File: src/rtl/prbs_check_sequencer.sv
// prbs_check_sequencer
// Sequences up to DEPTH queued PRBS-15 check jobs through the pattern-check
// datapath. Each job restarts the datapath, runs it for 4*n_eff+CHECK_LAT
// cycles, samples dp_pattern_valid once, and records a per-job pass bit.
//
// Ports
//   clk, rst            : clock (rising edge), asynchronous active-low reset
//   push, job_*         : enqueue a job (accepted when !full && !busy)
//   start, abort        : begin the queued run / flush and return to idle
//   full, empty         : queue status
//   busy, done          : run in progress / one-cycle completion pulse
//   result, pass_cnt    : per-job pass bitmap and number of passing jobs
//   err                 : sticky rejected-push flag, cleared by start
//   dp_*                : datapath control and job parameters
//   dp_pattern_valid    : datapath detector output
module prbs_check_sequencer #(
    parameter int DEPTH     = 4,
    parameter int RST_CYC   = 1,
    parameter int CHECK_LAT = 1,
    parameter int GAP_CYC   = 4   // must be >= 1
) (
    input  logic               clk,
    input  logic               rst,
    input  logic               push,
    input  logic [31:0]        job_pattern,
    input  logic [31:0]        job_bytes,
    input  logic [7:0]         job_n,
    input  logic               start,
    input  logic               abort,
    output logic               full,
    output logic               empty,
    output logic               busy,
    output logic               done,
    output logic [DEPTH-1:0]   result,
    output logic [2:0]         pass_cnt,
    output logic               err,
    output logic               dp_rst,
    output logic               dp_enable,
    output logic [7:0]         dp_n,
    output logic [31:0]        dp_pattern,
    output logic [31:0]        dp_bytes_in,
    input  logic               dp_pattern_valid
);

    localparam int PW = $clog2(DEPTH);
    localparam int CW = $clog2(DEPTH + 1);
    localparam logic [CW-1:0] DEPTH_C   = CW'(DEPTH);
    localparam logic [10:0]   RST_M1    = 11'(RST_CYC - 1);
    localparam logic [10:0]   GAP_M1    = 11'(GAP_CYC - 1);
    localparam logic [10:0]   CHECK_L   = 11'(CHECK_LAT);

    typedef enum logic [2:0] {
        S_IDLE, S_LOAD, S_RUN, S_CHECK, S_GAP, S_DONE
    } state_t;

    state_t            state_q, state_d;
    logic [10:0]       cnt_q, cnt_d;
    logic [71:0]       mem_q [DEPTH];
    logic [71:0]       mem_d [DEPTH];
    logic [PW-1:0]     wr_q, wr_d, rd_q, rd_d, idx_q, idx_d;
    logic [CW-1:0]     count_q, count_d;
    logic [31:0]       jpat_q, jpat_d, jbytes_q, jbytes_d;
    logic [7:0]        jn_q, jn_d;
    logic [DEPTH-1:0]  result_q, result_d;
    logic [2:0]        pass_q, pass_d;
    logic              err_q, err_d;

    logic              push_ok, push_rej, start_go, pop;
    logic [71:0]       push_word, head;
    logic [10:0]       run_m1;

    assign full     = (count_q == DEPTH_C);
    assign empty    = (count_q == '0);
    assign busy     = (state_q != S_IDLE);
    assign done     = (state_q == S_DONE);
    assign result   = result_q;
    assign pass_cnt = pass_q;
    assign err      = err_q;
    // Datapath is out of reset only while it runs and while its output is sampled.
    assign dp_rst      = (state_q == S_RUN) || (state_q == S_CHECK);
    assign dp_enable   = dp_rst;
    assign dp_n        = jn_q;
    assign dp_pattern  = jpat_q;
    assign dp_bytes_in = jbytes_q;

    assign push_ok   = push && !full && !busy;
    assign push_rej  = push && (full || busy);
    assign start_go  = start && (state_q == S_IDLE) && !abort;
    assign push_word = {job_pattern, job_bytes, job_n};
    // With an empty queue, a push in the same cycle as start is read straight through.
    assign head      = empty ? push_word : mem_q[rd_q];
    // jn_q already holds n_eff (>= 1), so the run length never underflows.
    assign run_m1    = {1'b0, jn_q, 2'b00} + CHECK_L - 11'd1;

    always_comb begin
        state_d  = state_q;
        cnt_d    = cnt_q;
        mem_d    = mem_q;
        wr_d     = wr_q;
        rd_d     = rd_q;
        count_d  = count_q;
        idx_d    = idx_q;
        jpat_d   = jpat_q;
        jbytes_d = jbytes_q;
        jn_d     = jn_q;
        result_d = result_q;
        pass_d   = pass_q;
        err_d    = err_q;
        pop      = 1'b0;

        if (abort) begin
            state_d = S_IDLE;
            wr_d    = '0;
            rd_d    = '0;
            count_d = '0;
        end else begin
            case (state_q)
                S_IDLE: begin
                    if (start_go) begin
                        result_d = '0;
                        pass_d   = '0;
                        err_d    = 1'b0;
                        idx_d    = '0;
                        if (!empty || push_ok) begin
                            pop     = 1'b1;
                            cnt_d   = RST_M1;
                            state_d = S_LOAD;
                        end else begin
                            state_d = S_DONE;
                        end
                    end
                end
                S_LOAD: begin
                    if (cnt_q == '0) begin
                        cnt_d   = run_m1;
                        state_d = S_RUN;
                    end else begin
                        cnt_d = cnt_q - 11'd1;
                    end
                end
                S_RUN: begin
                    if (cnt_q == '0) state_d = S_CHECK;
                    else             cnt_d   = cnt_q - 11'd1;
                end
                S_CHECK: begin
                    result_d[idx_q] = dp_pattern_valid;
                    pass_d          = pass_q + {2'b00, dp_pattern_valid};
                    if (!empty) begin
                        cnt_d   = GAP_M1;
                        state_d = S_GAP;
                    end else begin
                        state_d = S_DONE;
                    end
                end
                S_GAP: begin
                    if (cnt_q == '0) begin
                        pop     = 1'b1;
                        idx_d   = idx_q + PW'(1);
                        cnt_d   = RST_M1;
                        state_d = S_LOAD;
                    end else begin
                        cnt_d = cnt_q - 11'd1;
                    end
                end
                S_DONE:  state_d = S_IDLE;
                default: state_d = S_IDLE;
            endcase

            if (push_ok) begin
                mem_d[wr_q] = push_word;
                wr_d        = wr_q + PW'(1);
            end
            if (pop) begin
                jpat_d   = head[71:40];
                jbytes_d = head[39:8];
                jn_d     = (head[7:0] == 8'd0) ? 8'd1 : head[7:0];
                rd_d     = rd_q + PW'(1);
            end
            count_d = count_q + CW'(push_ok) - CW'(pop);
        end

        if (push_rej) err_d = 1'b1;
    end

    always_ff @(posedge clk or negedge rst) begin
        if (!rst) begin
            state_q  <= S_IDLE;
            cnt_q    <= '0;
            for (int i = 0; i < DEPTH; i++) mem_q[i] <= '0;
            wr_q     <= '0;
            rd_q     <= '0;
            count_q  <= '0;
            idx_q    <= '0;
            jpat_q   <= '0;
            jbytes_q <= '0;
            jn_q     <= '0;
            result_q <= '0;
            pass_q   <= '0;
            err_q    <= 1'b0;
        end else begin
            state_q  <= state_d;
            cnt_q    <= cnt_d;
            mem_q    <= mem_d;
            wr_q     <= wr_d;
            rd_q     <= rd_d;
            count_q  <= count_d;
            idx_q    <= idx_d;
            jpat_q   <= jpat_d;
            jbytes_q <= jbytes_d;
            jn_q     <= jn_d;
            result_q <= result_d;
            pass_q   <= pass_d;
            err_q    <= err_d;
        end
    end

endmodule

File: config.mk
export PLATFORM = sky130hd
export DESIGN_NAME = prbs_check_sequencer
export DESIGN_NICKNAME = d
export VERILOG_FILES = /design/src/rtl/prbs_check_sequencer.sv
export SDC_FILE = /design/constraint.sdc
export NUM_CORES = 1
export LEC_CHECK = 0
export BUFFER_PORTS_ARGS = -buffer_cell sky130_fd_sc_hd__buf_2
export CAP_MARGIN = 20
export CORE_ASPECT_RATIO = 1.5
export CORE_UTILIZATION = 43
export DETAILED_ROUTE_END_ITERATION = 12
export GPL_ROUTABILITY_DRIVEN = 1
export GPL_TIMING_DRIVEN = 1
export PLACE_DENSITY_LB_ADDON = 0.3
export SYNTH_ARGS = -nofsm -noshare
export SYNTH_HDL_FRONTEND = slang
export SYNTH_SLANG_ARGS = --single-unit
File: constraint.sdc
create_clock -name clk -period 2.8 [get_ports clk]
set_input_delay 0.28 -clock clk [delete_from_list [all_inputs] [get_ports clk]]
set_output_delay 0.28 -clock clk [all_outputs]
set_load 0.05 [all_outputs]
Word-level counts from Yosys, hierarchy flattened
Index checks and enable logic that the tools add are counted.

Flip-flop bits (word level): 391. Output and inout port bits: 86.

Bitwise operators: 3. Muxes and demuxes: 47. Add/subtract/negate cells: 9. Reduce and logical (&&, ||, !) cells: 33. Order comparisons: 5. Eq/ne operators: 16.

Operator list (count): $bwmux 288 (1); $mux 72 (4); $bmux 72 s2 (1); $demux 72 s2 (1); $mux 11 (6); $pmux 11 s5 (1); $mux 3 (8); $sub 11x1->11 const B (2); $pmux 3 s5 (1); $mux 2 (6); $reduce_bool 2->1 (6); $add 10x1->11 const B (1); $logic_not 11->1 (1); $mux 1 (10); $eq 3x3->1 const B (3); $ne 3x3->1 const B (3); $logic_not 8->1 (1); $mux 8 (1); $ne 2x2->1 const B (4); $pmux 4 s2 (1); $reduce_and 4->1 (2); $logic_and 1x1->1 (7); $add 2x1->2 const B (3); $add 3x1->3 (2); 25 further kinds (37).

Logic depth before layout (Yosys ltp)
Depth after elaboration: 11. Gate-level depth with buffers: 12. Gate-level depth less buffers: 12.

Worst setup path after synthesis
Ideal clock, no wire load.

Path type: register -> register. Start: register cnt_q[0]. End: register count_q[2]. Period minus slack after synthesis: 2.628 ns. Cell stages (with the launch flop): 13. Required time: 2.668 ns. Data arrival time: 2.496 ns. Slack: 0.172 ns. Path through: dfrtp_1 -> inv_1 -> ha_1 -> nor4b_2 -> nand4_1 -> and2_1 -> xor2_1 -> ha_1 -> inv_1 -> fa_1 -> xor2_1 -> xnor2_1 -> nor2_1.

Longest elaborated chain between the ends: 6.

Ends and longest elaborated chain: from (decl) (line 57) `logic [10:0] cnt_q, cnt_d;`; from (signal assigned) (line 202) `cnt_q <= cnt_d;`; $logic_not 11->1 (line 156) `if (cnt_q == '0) begin`; $mux 1 (line 156); $pmux 1 s2 (line 117) `case (state_q)`; $mux 1 (line 111) `if (abort) begin`; $sub 3x1->3 (line 179) `count_d = count_q + CW'(push_ok) - CW'(pop);`; $mux 3 (line 111); named net count_d[2] (line 61) `logic [CW-1:0] count_q, count_d;`; to (signal assigned) (line 206) `count_q <= count_d;`; to (decl) (line 61).

The timed path passes the listed nets, and every way through them passes these cells. The select of a mux whose other input is x is not followed. A chain may end at the register's enable or synchronous reset.

Worst setup path after layout
Start: register count_q[1]. End: output port empty.

Longest elaborated chain between the ends: 1.

Ends and longest elaborated chain: $logic_not 3->1 (line 73) `assign empty = (count_q == '0);`; to (decl) (line 31) `output logic empty,`.

Every way passes these cells.

==> results_dict.tcl <==
set metrics [dict create \
    status "finished clean" \
    reg2reg_slack_ns 0.16 \
    finalCritPeriodShare 0.9677 \
    drt-total-wl_microns 40190 \
    timing.rr.end "count_q[2]" \
    timing.rr.start "cnt_q[0]" \
    worst_slew_pin_slew_ns 0.5489 \
    finalNetCount 1604 \
    syn_to_final_growth_pct 15.81 \
    pin_count 164 \
    top_layer_used "met4" \
    portBuffers 163 \
    track_usage 0.1972 \
    endpoint "empty" \
    num_rows 91 \
    drt-vias-per-instance 5.385 \
    fmax_mhz 369.1 \
    seqPwrFrac 0.378 \
    start_util 0.4359 \
    yosys_warnings 0 \
    crit_type "flip-flop to output port" \
    synth_top_cells_by_area "dfrtp_1 (54%), mux2_2 (18%), mux4_2 (9.0%)" \
    switching_share 0.3773 \
    ff2ff_path_depth 12 \
    synth-async-reset-ratio 1.000 \
    synth_commonest_cells "dfrtp_1 (391), mux2_2 (288), nand2_1 (158)" \
    finalHoldViolations 0 \
    layoutNonFillerInstCount 2099 \
    max_cap_viol_count 0 \
    power_density_nw_per_um2 1155 \
    fin_crit_ns 2.710 \
    setup_viol 0 \
    required_ns 2.52 \
    synth.most_common_cell "dfrtp_1" \
    grt_pass1_vias 11790 \
    p_clk_frac 0.214 \
    synthCells 1342 \
    cp-start-kind "flip-flop" \
    cts_tree "done" \
    synth_top_cell_area_share 0.5445 \
    synth_fp_nets 1433 \
    wl_met3_microns 1728 \
    crit_path_end_kind "output port" \
    core-area_sq_um 41220 \
    grt_overflow 0 \
    clk_path_buf_depth 3 \
    p_switching_w 0.009069 \
    ant_nets 0 \
    drive_gt1_frac 0.4233 \
    irDropWorstVdd_mv 0.6065 \
    yosysUniqueCellTypes 64 \
    die_x_microns 168.9 \
    fillerInstances 3583 \
    p_leak_nw 9.510 \
    hold_path.class "input port to flip-flop" \
    path_max_fanout 35 \
    grt_pass1_wl_microns 65910 \
    grt_max_degree 84 \
    syn-cell-area_sq_um 17970 \
    finalSetupTns_ns 0 \
    synth_top_flop_cell "dfrtp_1" \
    slew_viol_final 0 \
    synth_seq_cells 391 \
    hpwlAfterDp_microns 25200 \
    die_area_sq_um 42620 \
    syn_area_per_cell_sq_um 13.39 \
    drtIter0Drc 682 \
    internal_power_w 0.01497 \
    worst_hold_slack_ns 0.02541 \
    drt_pass1_iterations 5 \
    skew_ns 0.01812 \
    yosys.area.top_type "dfrtp_1" \
    vias 11300 \
    max_slew_margin 0.6307 \
    globalplace.congestion 0.8254 \
    chipHeight_microns 252.4 \
    arrival_ns 2.43 \
    path_clk_slew_ns 0.06 \
    synth_edf_count 0 \
    met1_length_microns 16630 \
    crit_start "count_q[1]" \
    place_inst 2020 \
    avgRoutedWirePerCell_microns 19.15 \
    wl_met2_microns 20680 \
    cts_made_buffers 39 \
    clk_latency_ns 0.54 \
    clock-sinks 391 \
    combPwrFrac 0.408 \
    rsz0062_at_grt "false" \
    antenna_found_initial 2 \
    yosysSeqAreaShare 0.5445 \
    htree_num_levels 2 \
    clockRootBuffer "clkbuf_16" \
    drc 0 \
]
placed cells by master, fill, tap and decap left out, types with 3 or more instances in the layout:
cell / count
mux4_2: 72
buf_2: 161
clkinv_2: 6
diode_2: 3
or3_1: 4
buf_12: 14
a21oi_1: 19
o22ai_1: 4
mux2_2: 288
buf_4: 31
ha_1: 11
nand3_1: 12
xnor2_1: 5
a31oi_1: 70
nand4_1: 3
xor2_1: 3
clkbuf_8: 5
o211ai_1: 3
o21ai_0: 15
nand2_1: 158
nand2b_1: 4
mux2i_1: 6
dfrtp_1: 389
or4_1: 3
nand2_4: 4
nor3_1: 13
clkbuf_16: 40
nor2_1: 87
o221ai_1: 3
and2_1: 5
inv_1: 18
clkbuf_1: 9
dlygate4sd3_1: 9
how the worst min path moves through the flow:
stage                       from              to  slack [ns]  depth (start not counted)
floorplan                    rst        cnt_q[0]       -0.02                          0
global placement             rst      mem_q[132]        0.24                          1
detailed placement           rst      mem_q[132]        0.26                          1
CTS                 job_bytes[1]  dp_bytes_in[1]      0.0003                          3
global route            job_n[7]      mem_q[151]        0.01                          2
finish              job_bytes[1]  dp_bytes_in[1]        0.03                          3
per-layer routing:
metal / track usage / vias up
li1: - / 5205
met1: 0.2454 / 5798
met2: 0.3462 / 234
met3: 0.03085 / 67
met4: 0.06987 / 0
met5: 0 / -
critical path, stage by stage (launching register included):
cell and delay [ns]:
dfrtp_1 0.37, buf_4 0.15, or3_4 0.54, inv_2 0.23
buf_16 0.26, clkbuf_4 0.29
state kept, by name, summed over array words and instances (netlist names):
signal and flops:
mem_q 288, dp_bytes_in 32, dp_pattern 32, cnt_q 11, dp_n 8, result 4
count_q 3, pass_cnt 3, state_q 3, idx_q 2, rd_q 2, wr_q 2
err 1
layout make-up:
| cell class | count | area [sq um] | share of cell area |
|---|---|---|---|
| Antenna cell | 3 | 7.507 | 0.0003607 |
| Clock buffer | 54 | 1104 | 0.05303 |
| Clock inverter | 12 | 132.6 | 0.006373 |
| Inverter | 19 | 71.32 | 0.003427 |
| Multi-Input combinational cell | 843 | 7513 | 0.3611 |
| Sequential cell | 391 | 9792 | 0.4705 |
| Tap cell | 558 | 698.2 | 0.03355 |
| Timing Repair Buffer | 219 | 1491 | 0.07167 |
power by group through the flow:
stage | clock (W) | sequential (W) | combinational (W)
2_1_floorplan | 0 | 0.0107 | 0.00571
3_3_place_gp | 0 | 0.00907 | 0.00955
3_5_place_dp | 0 | 0.00920 | 0.00973
4_1_cts | 0.00528 | 0.00910 | 0.00990
5_1_grt | 0.00548 | 0.00939 | 0.0106
6_report | 0.00514 | 0.00909 | 0.00980
metrics by stage:
stage,utilization,total power (W),cell area (sq um),setup slack [ns]
finish,0.5049,0.02404,20810,0.09040
global route,0.5048,0.02546,20810,0.01877
CTS,0.5043,0.02429,20790,0.02896
detailed placement,0.4712,0.01894,19420,0.1188
global placement,0.4712,0.01863,19420,0.1811
floorplan,-,0.01640,17970,0.1720
cells by family after synthesis:
kind of cell               synth area share
DFF                                  0.5445
muxes                                0.2747
and+or+nand+nor                     0.07736
AOI/OAI and AO/OA                   0.05021
buffers and inverters               0.03983
adders and majority gates          0.009470
xor gates and xnor gates           0.003900
what timing repair did:
| item | in CTS | in global routing |
|---|---|---|
| hold buffers | 9 | 0 |
| endpoints found under the hold margin | 62 | 0 |
| setup endpoints to repair | 1 | 2 |
| resized for setup | 1 | 4 |
| setup buffers | 0 | 0 |
| gates cloned | 1 | 0 |
Power figures use the tool's default switching activity.
